### src/rtl/uart_tx_arb.sv
// uart_tx_arb: shares one uart_tx byte transmitter between N_REQ frame-based
// requesters. Arbitration is round-robin per frame. The grant is held from the
// first byte to the byte tagged req_last, so frames never interleave on the line.
//
// Ports:
//   clk, rst          system clock, synchronous active-high reset
//   req_vld/req_data  per-requester byte valid / byte (requester i on [i*8+7:i*8])
//   req_last          final byte of a frame, qualified by req_vld
//   req_rdy           per-requester byte accept (combinational)
//   grant, busy       one-hot current owner (0 when idle), frame-owned flag
//   abort             one-cycle pulse to an owner whose frame timed out
//   data_in, tx_vld   byte and one-cycle launch pulse to uart_tx
//   tx_rdy            uart_tx idle/ready
//
// Optional feature: define UART_ARB_HDR_EN to make the arbiter launch a header
// byte {4'hA, 1'b0, owner[2:0]} ahead of each frame's first byte.
module uart_tx_arb #(
  parameter int unsigned N_REQ   = 4,
  parameter int unsigned TMO_CYC = 17360,
  parameter int unsigned CNT_W   = 20
) (
  input  logic                 clk,
  input  logic                 rst,
  input  logic [N_REQ-1:0]     req_vld,
  input  logic [N_REQ*8-1:0]   req_data,
  input  logic [N_REQ-1:0]     req_last,
  output logic [N_REQ-1:0]     req_rdy,
  output logic [N_REQ-1:0]     grant,
  output logic                 busy,
  output logic [N_REQ-1:0]     abort,
  output logic [7:0]           data_in,
  output logic                 tx_vld,
  input  logic                 tx_rdy
);

  localparam int unsigned IDX_W = (N_REQ > 1) ? $clog2(N_REQ) : 1;
  localparam logic [CNT_W-1:0] TMO_LAST = CNT_W'(TMO_CYC - 1);

  typedef enum logic {IDLE = 1'b0, SEND = 1'b1} state_t;

  state_t           state;
  logic [IDX_W-1:0] owner;
  logic [IDX_W-1:0] last_owner;
  logic [IDX_W-1:0] pick_idx;
  logic [IDX_W-1:0] cand;
  logic             pick_vld;
  logic [CNT_W-1:0] tmo_cnt;
  logic [1:0]       hold_cnt;
  logic             sel_vld;
  logic             sel_last;
  logic [7:0]       sel_data;
  logic             launch_ok;
  logic             acc;
`ifdef UART_ARB_HDR_EN
  logic             hdr_pend;
  logic             hdr_go;
`endif

  // Round-robin pick: first requester at or after last_owner+1, with wrap.
  always_comb begin
    pick_vld = 1'b0;
    pick_idx = '0;
    cand     = '0;
    for (int unsigned i = 1; i <= N_REQ; i++) begin
      cand = IDX_W'((32'(last_owner) + i) % N_REQ);
      if (!pick_vld && req_vld[cand]) begin
        pick_vld = 1'b1;
        pick_idx = cand;
      end
    end
  end

  // Owner's byte, valid and last, muxed by the one-hot grant.
  always_comb begin
    sel_vld  = |(req_vld & grant);
    sel_last = |(req_last & grant);
    sel_data = '0;
    for (int unsigned i = 0; i < N_REQ; i++) begin
      if (grant[i]) sel_data = req_data[i*8 +: 8];
    end
  end

  // holdoff (hold_cnt != 0) spans uart_tx's one-cycle delay in dropping tx_rdy.
  always_comb begin
    launch_ok = (state == SEND) && tx_rdy && (hold_cnt == 2'd0);
`ifdef UART_ARB_HDR_EN
    hdr_go = launch_ok && hdr_pend;
    acc    = launch_ok && !hdr_pend && sel_vld;
`else
    acc    = launch_ok && sel_vld;
`endif
  end

  assign req_rdy = grant & {N_REQ{acc}};

  // Arbitration FSM with registered line and status outputs.
  always_ff @(posedge clk) begin
    if (rst) begin
      state      <= IDLE;
      grant      <= '0;
      busy       <= 1'b0;
      abort      <= '0;
      data_in    <= '0;
      tx_vld     <= 1'b0;
      owner      <= '0;
      last_owner <= IDX_W'(N_REQ - 1);
      tmo_cnt    <= '0;
      hold_cnt   <= '0;
`ifdef UART_ARB_HDR_EN
      hdr_pend   <= 1'b0;
`endif
    end else begin
      tx_vld <= 1'b0;
      abort  <= '0;
      if (hold_cnt != 2'd0) hold_cnt <= hold_cnt - 2'd1;

      case (state)
        IDLE: begin
          tmo_cnt <= '0;
          if (pick_vld) begin
            grant <= N_REQ'(1) << pick_idx;
            owner <= pick_idx;
            busy  <= 1'b1;
            state <= SEND;
`ifdef UART_ARB_HDR_EN
            hdr_pend <= 1'b1;
`endif
          end
        end

        SEND: begin
`ifdef UART_ARB_HDR_EN
          if (hdr_pend) begin
            tmo_cnt <= '0;
            if (hdr_go) begin
              data_in  <= {4'hA, 1'b0, 3'(owner)};
              tx_vld   <= 1'b1;
              hold_cnt <= 2'd2;
              hdr_pend <= 1'b0;
            end
          end else
`endif
          if (acc) begin
            data_in  <= sel_data;
            tx_vld   <= 1'b1;
            hold_cnt <= 2'd2;
            tmo_cnt  <= '0;
            if (sel_last) begin
              last_owner <= owner;
              grant      <= '0;
              busy       <= 1'b0;
              state      <= IDLE;
            end
          end else if (!sel_vld) begin
            // Owner went quiet mid-frame; revoke once the budget is spent.
            if (tmo_cnt == TMO_LAST) begin
              abort      <= grant;
              grant      <= '0;
              busy       <= 1'b0;
              last_owner <= owner;
              tmo_cnt    <= '0;
              state      <= IDLE;
            end else begin
              tmo_cnt <= tmo_cnt + CNT_W'(1);
            end
          end
        end

        default: state <= IDLE;
      endcase
    end
  end

endmodule

### config.mk
export PLATFORM = sky130hd
export DESIGN_NAME = uart_tx_arb
export DESIGN_NICKNAME = d
export VERILOG_FILES = /design/src/rtl/uart_tx_arb.sv
export SDC_FILE = /design/constraint.sdc
export NUM_CORES = 1
export LEC_CHECK = 0
export ABC_AREA = 1
export BUFFER_PORTS_ARGS = -buffer_cell sky130_fd_sc_hd__buf_4
export CORE_MARGIN = 4
export CORE_UTILIZATION = 53
export DETAILED_ROUTE_END_ITERATION = 10
export GPL_TIMING_DRIVEN = 0
export PLACE_DENSITY = 0.92
export RECOVER_POWER = 25
export SYNTH_ARGS = -nofsm -noshare
export SYNTH_HDL_FRONTEND = slang
export SYNTH_SLANG_ARGS = --single-unit
### constraint.sdc
create_clock -name clk -period 1.7 [get_ports clk]
set_input_delay 0.34 -clock clk [delete_from_list [all_inputs] [get_ports clk]]
set_output_delay 0.34 -clock clk [all_outputs]
set_load 0.01 [all_outputs]
Yosys cells after proc, flatten, opt, wreduce, memory -nomap -nowiden. Index checks and enable logic that the tools add are counted.

Shifts and indexed selects: 1. Add/sub/neg operators: 6. Magnitude comparators: 4. Eq/ne operators: 7. Bitwise logic cells: 5. Muxes and demuxes: 50. Reductions and logical operators: 20.

Operators with widths (count): $mux 20 (3); $pmux 20 s2 (1); $mux 8 (4); $mux 2 (11); $add 20x1->20 const B (1); $eq 20x15->1 const B (1); $mux 4 (5); $mux 1 (19); $and 4x4->4 (3); $lt 2x3->1 const B (4); $bmux 1 s2 (4); $pmux 4 s2 (1); $reduce_and 4->1 (2); $reduce_or 4->1 (2); $reduce_or 8->1 (1); $logic_and 1x1->1 (6); $add 2x1->2 const B (2); $add 2x2->2 const B (2); $ne 2x2->1 const B (2); $pmux 1 s2 (2); $reduce_and 2->1 (2); $reduce_bool 2->1 (2); $shl 1x2->4 const A (1); $logic_not 1->1 (3); 8 further kinds (9).

Logic and storage cells: 103. Output and inout port bits: 22. Flip-flop bits (word level): 45.

Logic depth before layout (Yosys ltp).
Word-level depth: 16. Depth in mapped cells: 13. Depth with buffers taken out: 12.

Worst setup path before layout. No wires, ideal clock.

Path kind: reg-to-output. From: reg grant[0]. To: out req_rdy[0]. Setup slack: 0.212 ns. Path buffers: 1. Stages on the path, launching flop included: 8. Arrival: 1.148 ns. Data required time: 1.360 ns. Path through: dfxtp_1 > nand2_1 > nand2_1 > nor2_2 > nor2_1 > inv_2 > buf_2 > nor2_1.

Word-level cells in the longest chain between the ends: 4.

Ends and longest elaborated chain: start: declaration (RTL line 28) `output logic [N_REQ-1:0] grant,`; start signal: assignment (RTL line 121) `grant <= N_REQ'(1) << pick_idx;`; $and 4x4->4 (RTL line 75) `sel_vld = |(req_vld & grant);`; $reduce_or 4->1 (RTL line 75); $logic_and 1x1->1 (RTL line 90) `acc = launch_ok && sel_vld;`; $and 4x4->4 (*) (RTL line 94) `assign req_rdy = grant & {N_REQ{acc}};`; end: declaration (RTL line 27) `output logic [N_REQ-1:0] req_rdy,`.

Every way passes the cells marked *; elsewhere a longest branch is shown, timed or not.

Worst setup path in the final report.
From: reg hold_cnt[0]. To: out req_rdy[3].

Word-level cells in the longest chain between the ends: 4.

Ends and longest elaborated chain: start: declaration (RTL line 48) `logic [1:0] hold_cnt;`; start signal: assignment (RTL line 115) `if (hold_cnt != 2'd0) hold_cnt <= hold_cnt - 2'd1;`; $logic_not 2->1 (RTL line 85) `launch_ok = (state == SEND) && tx_rdy && (hold_cnt == 2'd0);`; $logic_and 1x1->1 (RTL line 85); $logic_and 1x1->1 (RTL line 90); $and 4x4->4 (RTL line 94).

No other way between the ends.

==> metrics.cfg <==
[synthesis]
netlist_instances = 366
syn_area_per_cell_sq_um = 7.076
synth-seq-cells = 45
synthArstFlopShare_pct = 0
synth_enable_flop_cells = 0
seq_area_frac_synth_pct = 34.78
yosys_warnings = 0
synth-main-ff-cell = dfxtp_1
syn-num-nets = 410
synth_area_sq_um = 2590
synthDistinctLibCells = 36

[clock_network]
h-tree-depth = 2
cts_tree = done
cts_buffers = 5
clock-sinks = 45
cts_root_buffer = clkbuf_8
clk_pin_slew_ps = 90
clk_latency_ps = 310
postCtsHoldBufs = 0
cts_max_path_buffers = 2

[pwr]
power.density_nw_per_um2 = 683.6
power_uw = 2337
ir_drop_mv = 0.5709
p_leak_uw = 0.001470

[route]
wirelength_microns = 7272
ant_nets = 0
drc = 0
via_count = 2775
drtIter0Drc = 217
routedWlPerCell_microns = 14.01
dr.pass1.iters = 5
vias_per_cell = 5.347

[place]
dp.cells = 496
numPortBuffers = 63
dpl.hpwl_microns = 5122
place.gp.congestion = 0.8713

[timing]
finClkSkew_ps = 9.168
period_share_pct = 102.6
setup_viol_count_final = 4
worstMarginPinSlew_ps = 595.1
slew_headroom_pct = 60.18
rsz0062_at_grt = yes
finalCriticalPeriod_ps = 1744
slew_viol_final = 0
max_freq_mhz = 573.4
worst_slack_ps = -43.92
timing_hold_violations_final = 0

[finish]
nets = 495
final.fill_count = 345
post-route-util_pct = 72.37
instances_no_fill = 519
drive_gt1_share_pct = 33.63
area_growth_pct = 31.98
num_antenna_cells = 0

[die]
io-pin-count = 65
die_y_microns = 77.91
dieArea_sq_um = 6069
rows = 25
initial_core_util_pct = 54.83
die_x_microns = 77.91
core-area_sq_um = 4723

[setup_path]
end_kind = output pin
crit_fanout = 6
cp.arrival_ps = 1400
start_kind = flip-flop
cp_data_required_time_ps = 1360
path_class = reg2out

[outcome]
status = complete, but fails checks
failed_checks = negative setup slack

[global_route]
grtUsageTotal_pct = 22.75
grt_pass1_wl_microns = 11390
grt_pass1_vias = 2568
grt_overflow = 0
antenna_found_initial = 0
grt_start_max_net_pins = 16

[worst_hold_path]
hp-class = in2reg

[run]
drv_cap = 0

## cell families (layout without fill, tap and decap cells)
| family | count (synthesis) | count (layout) | synth area share (%) |
|---|---|---|---|
| buffers and inverters | 51 | 137 | 8.937 |
| and+or+nand+nor | 187 | 187 | 35.99 |
| xor gates and xnor gates | 6 | 6 | 2.029 |
| AOI/OAI and AO/OA | 76 | 76 | 17.78 |
| adders and majority gates | 1 | 1 | 0.4830 |
| DFF | 45 | 45 | 34.78 |
## final timing paths
kind                                    from       endpoint  slack [ps]  depth (start not counted)
worst max-delay path             hold_cnt[0]     req_rdy[3]         -40                          7
worst min-delay path            req_data[29]     data_in[5]         320                          3
worst max register to register    tmo_cnt[0]    tmo_cnt[18]          60                         12
worst min register to register      owner[0]  last_owner[0]         480                          2
## per-stage QoR
step | TNS, ps | area, sq um | setup slack [ps] | hold slack (ps)
6_report | -112.5 | 3418 | -43.92 | 315.6
5_1_grt | -664.2 | 3418 | -109.2 | 331.7
4_1_cts | -29.56 | 3348 | -11.56 | 317.9
3_5_place_dp | -414.1 | 3147 | -104.2 | 432.2
3_3_place_gp | -343.7 | 3147 | -86.54 | 421.8
2_1_floorplan | 0 | 2590 | 211.5 | 412.1
## power breakdown
| group | internal, uW | switching (uW) | total (uW) |
|---|---|---|---|
| Combinational | 244 | 310 | 554 |
| Clock | 288 | 379 | 668 |
| Sequential | 1090 | 23.9 | 1120 |
## registers in the layout (all words and copies together), names as in the netlist
signal,cells
tx_vld,1
state,1
busy,1
hold_cnt,2
grant,4
abort,4
data_in,8
last_owner,2
tmo_cnt,20
owner,2
## synthesized netlist by cell type (2+ instances only)
cell type  number  area share, %
nor2_1         44            6.4
nor3_1          8            1.5
buf_6           2           0.87
nor2_2          3           0.72
a21oi_2         3            1.0
a221o_1         8            3.1
clkinv_1        3           0.43
nand3b_1        2           0.58
nor3_2          3            1.2
o211ai_1       10            2.9
xor2_1          6            2.0
nor2_4          3            1.3
inv_1          30            4.3
nand2_2        13            3.1
clkbuf_4        2           0.58
nand3_1        20            3.9
buf_2           3           0.58
o21ai_1         3           0.58
nand2_4         8            3.5
clkbuf_1        3           0.43
a21oi_1        37            7.1
nand3_2         2           0.77
o21ai_0        13            2.5
inv_2           5           0.72
nand4_1         5            1.2
nand2_1        73             11
dfxtp_1        45             35
## metal layers
layer,vias to the layer above,global-route usage (%),share of wire (%)
li1,1382,-,-
met1,1256,27.50,42
met2,126,39.47,48
met3,11,4.988,8.0
met4,0,8.217,1.2
met5,-,0,0
## timing repair
action	4_1_cts	5_1_grt
resized for setup	18	23
pin swaps	5	7
setup buffers	9	5
setup endpoints to repair	6	23
gates cloned	0	1
## cells in the final DEF (no fill, tap or decap), types with 3 or more instances in the layout
cell        synthesis  final
nand2_4             8      8
clkinvlp_4          0      3
nor3_1              8      8
nand2_1            73     70
clkbuf_1            3     16
nand3_2             2      4
a21oi_1            37     36
o21ai_1             3      4
a21oi_2             3      4
nand2_2            13     16
nand3_1            20     18
xor2_1              6      6
dfxtp_2             0      9
inv_1              30     30
buf_6               2      5
o211ai_1           10     10
nor2_1             44     36
nor2_2              3      6
dfxtp_1            45     35
o21ai_0            13     12
clkbuf_8            0      5
nand4_1             5      5
a221o_1             8      8
inv_2               5      5
buf_4               1     63
clkbuf_4            2      3
nor2_4              3      8
## critical path: stages, from the launching register on
cell,delay [ps]
dfxtp_2,350
nor2_4,110
nand3_2,100
nor2_4,130
inv_2,60
buf_6,130
nor2_2,90
buf_4,130
## final cells by class
| cell class | count | area [sq um] | area share (%) |
|---|---|---|---|
| Tap cell | 67 | 83.83 | 2.452 |
| Multi-Input combinational cell | 270 | 1543 | 45.13 |
| Clock inverter | 3 | 22.52 | 0.6589 |
| Clock buffer | 5 | 68.82 | 2.013 |
| Buffer | 11 | 83.83 | 2.452 |
| Sequential cell | 45 | 915.9 | 26.79 |
| Timing Repair Buffer | 78 | 538.0 | 15.74 |
| Inverter | 40 | 162.7 | 4.758 |
No activity file was read; power rests on OpenSTA's default activity.
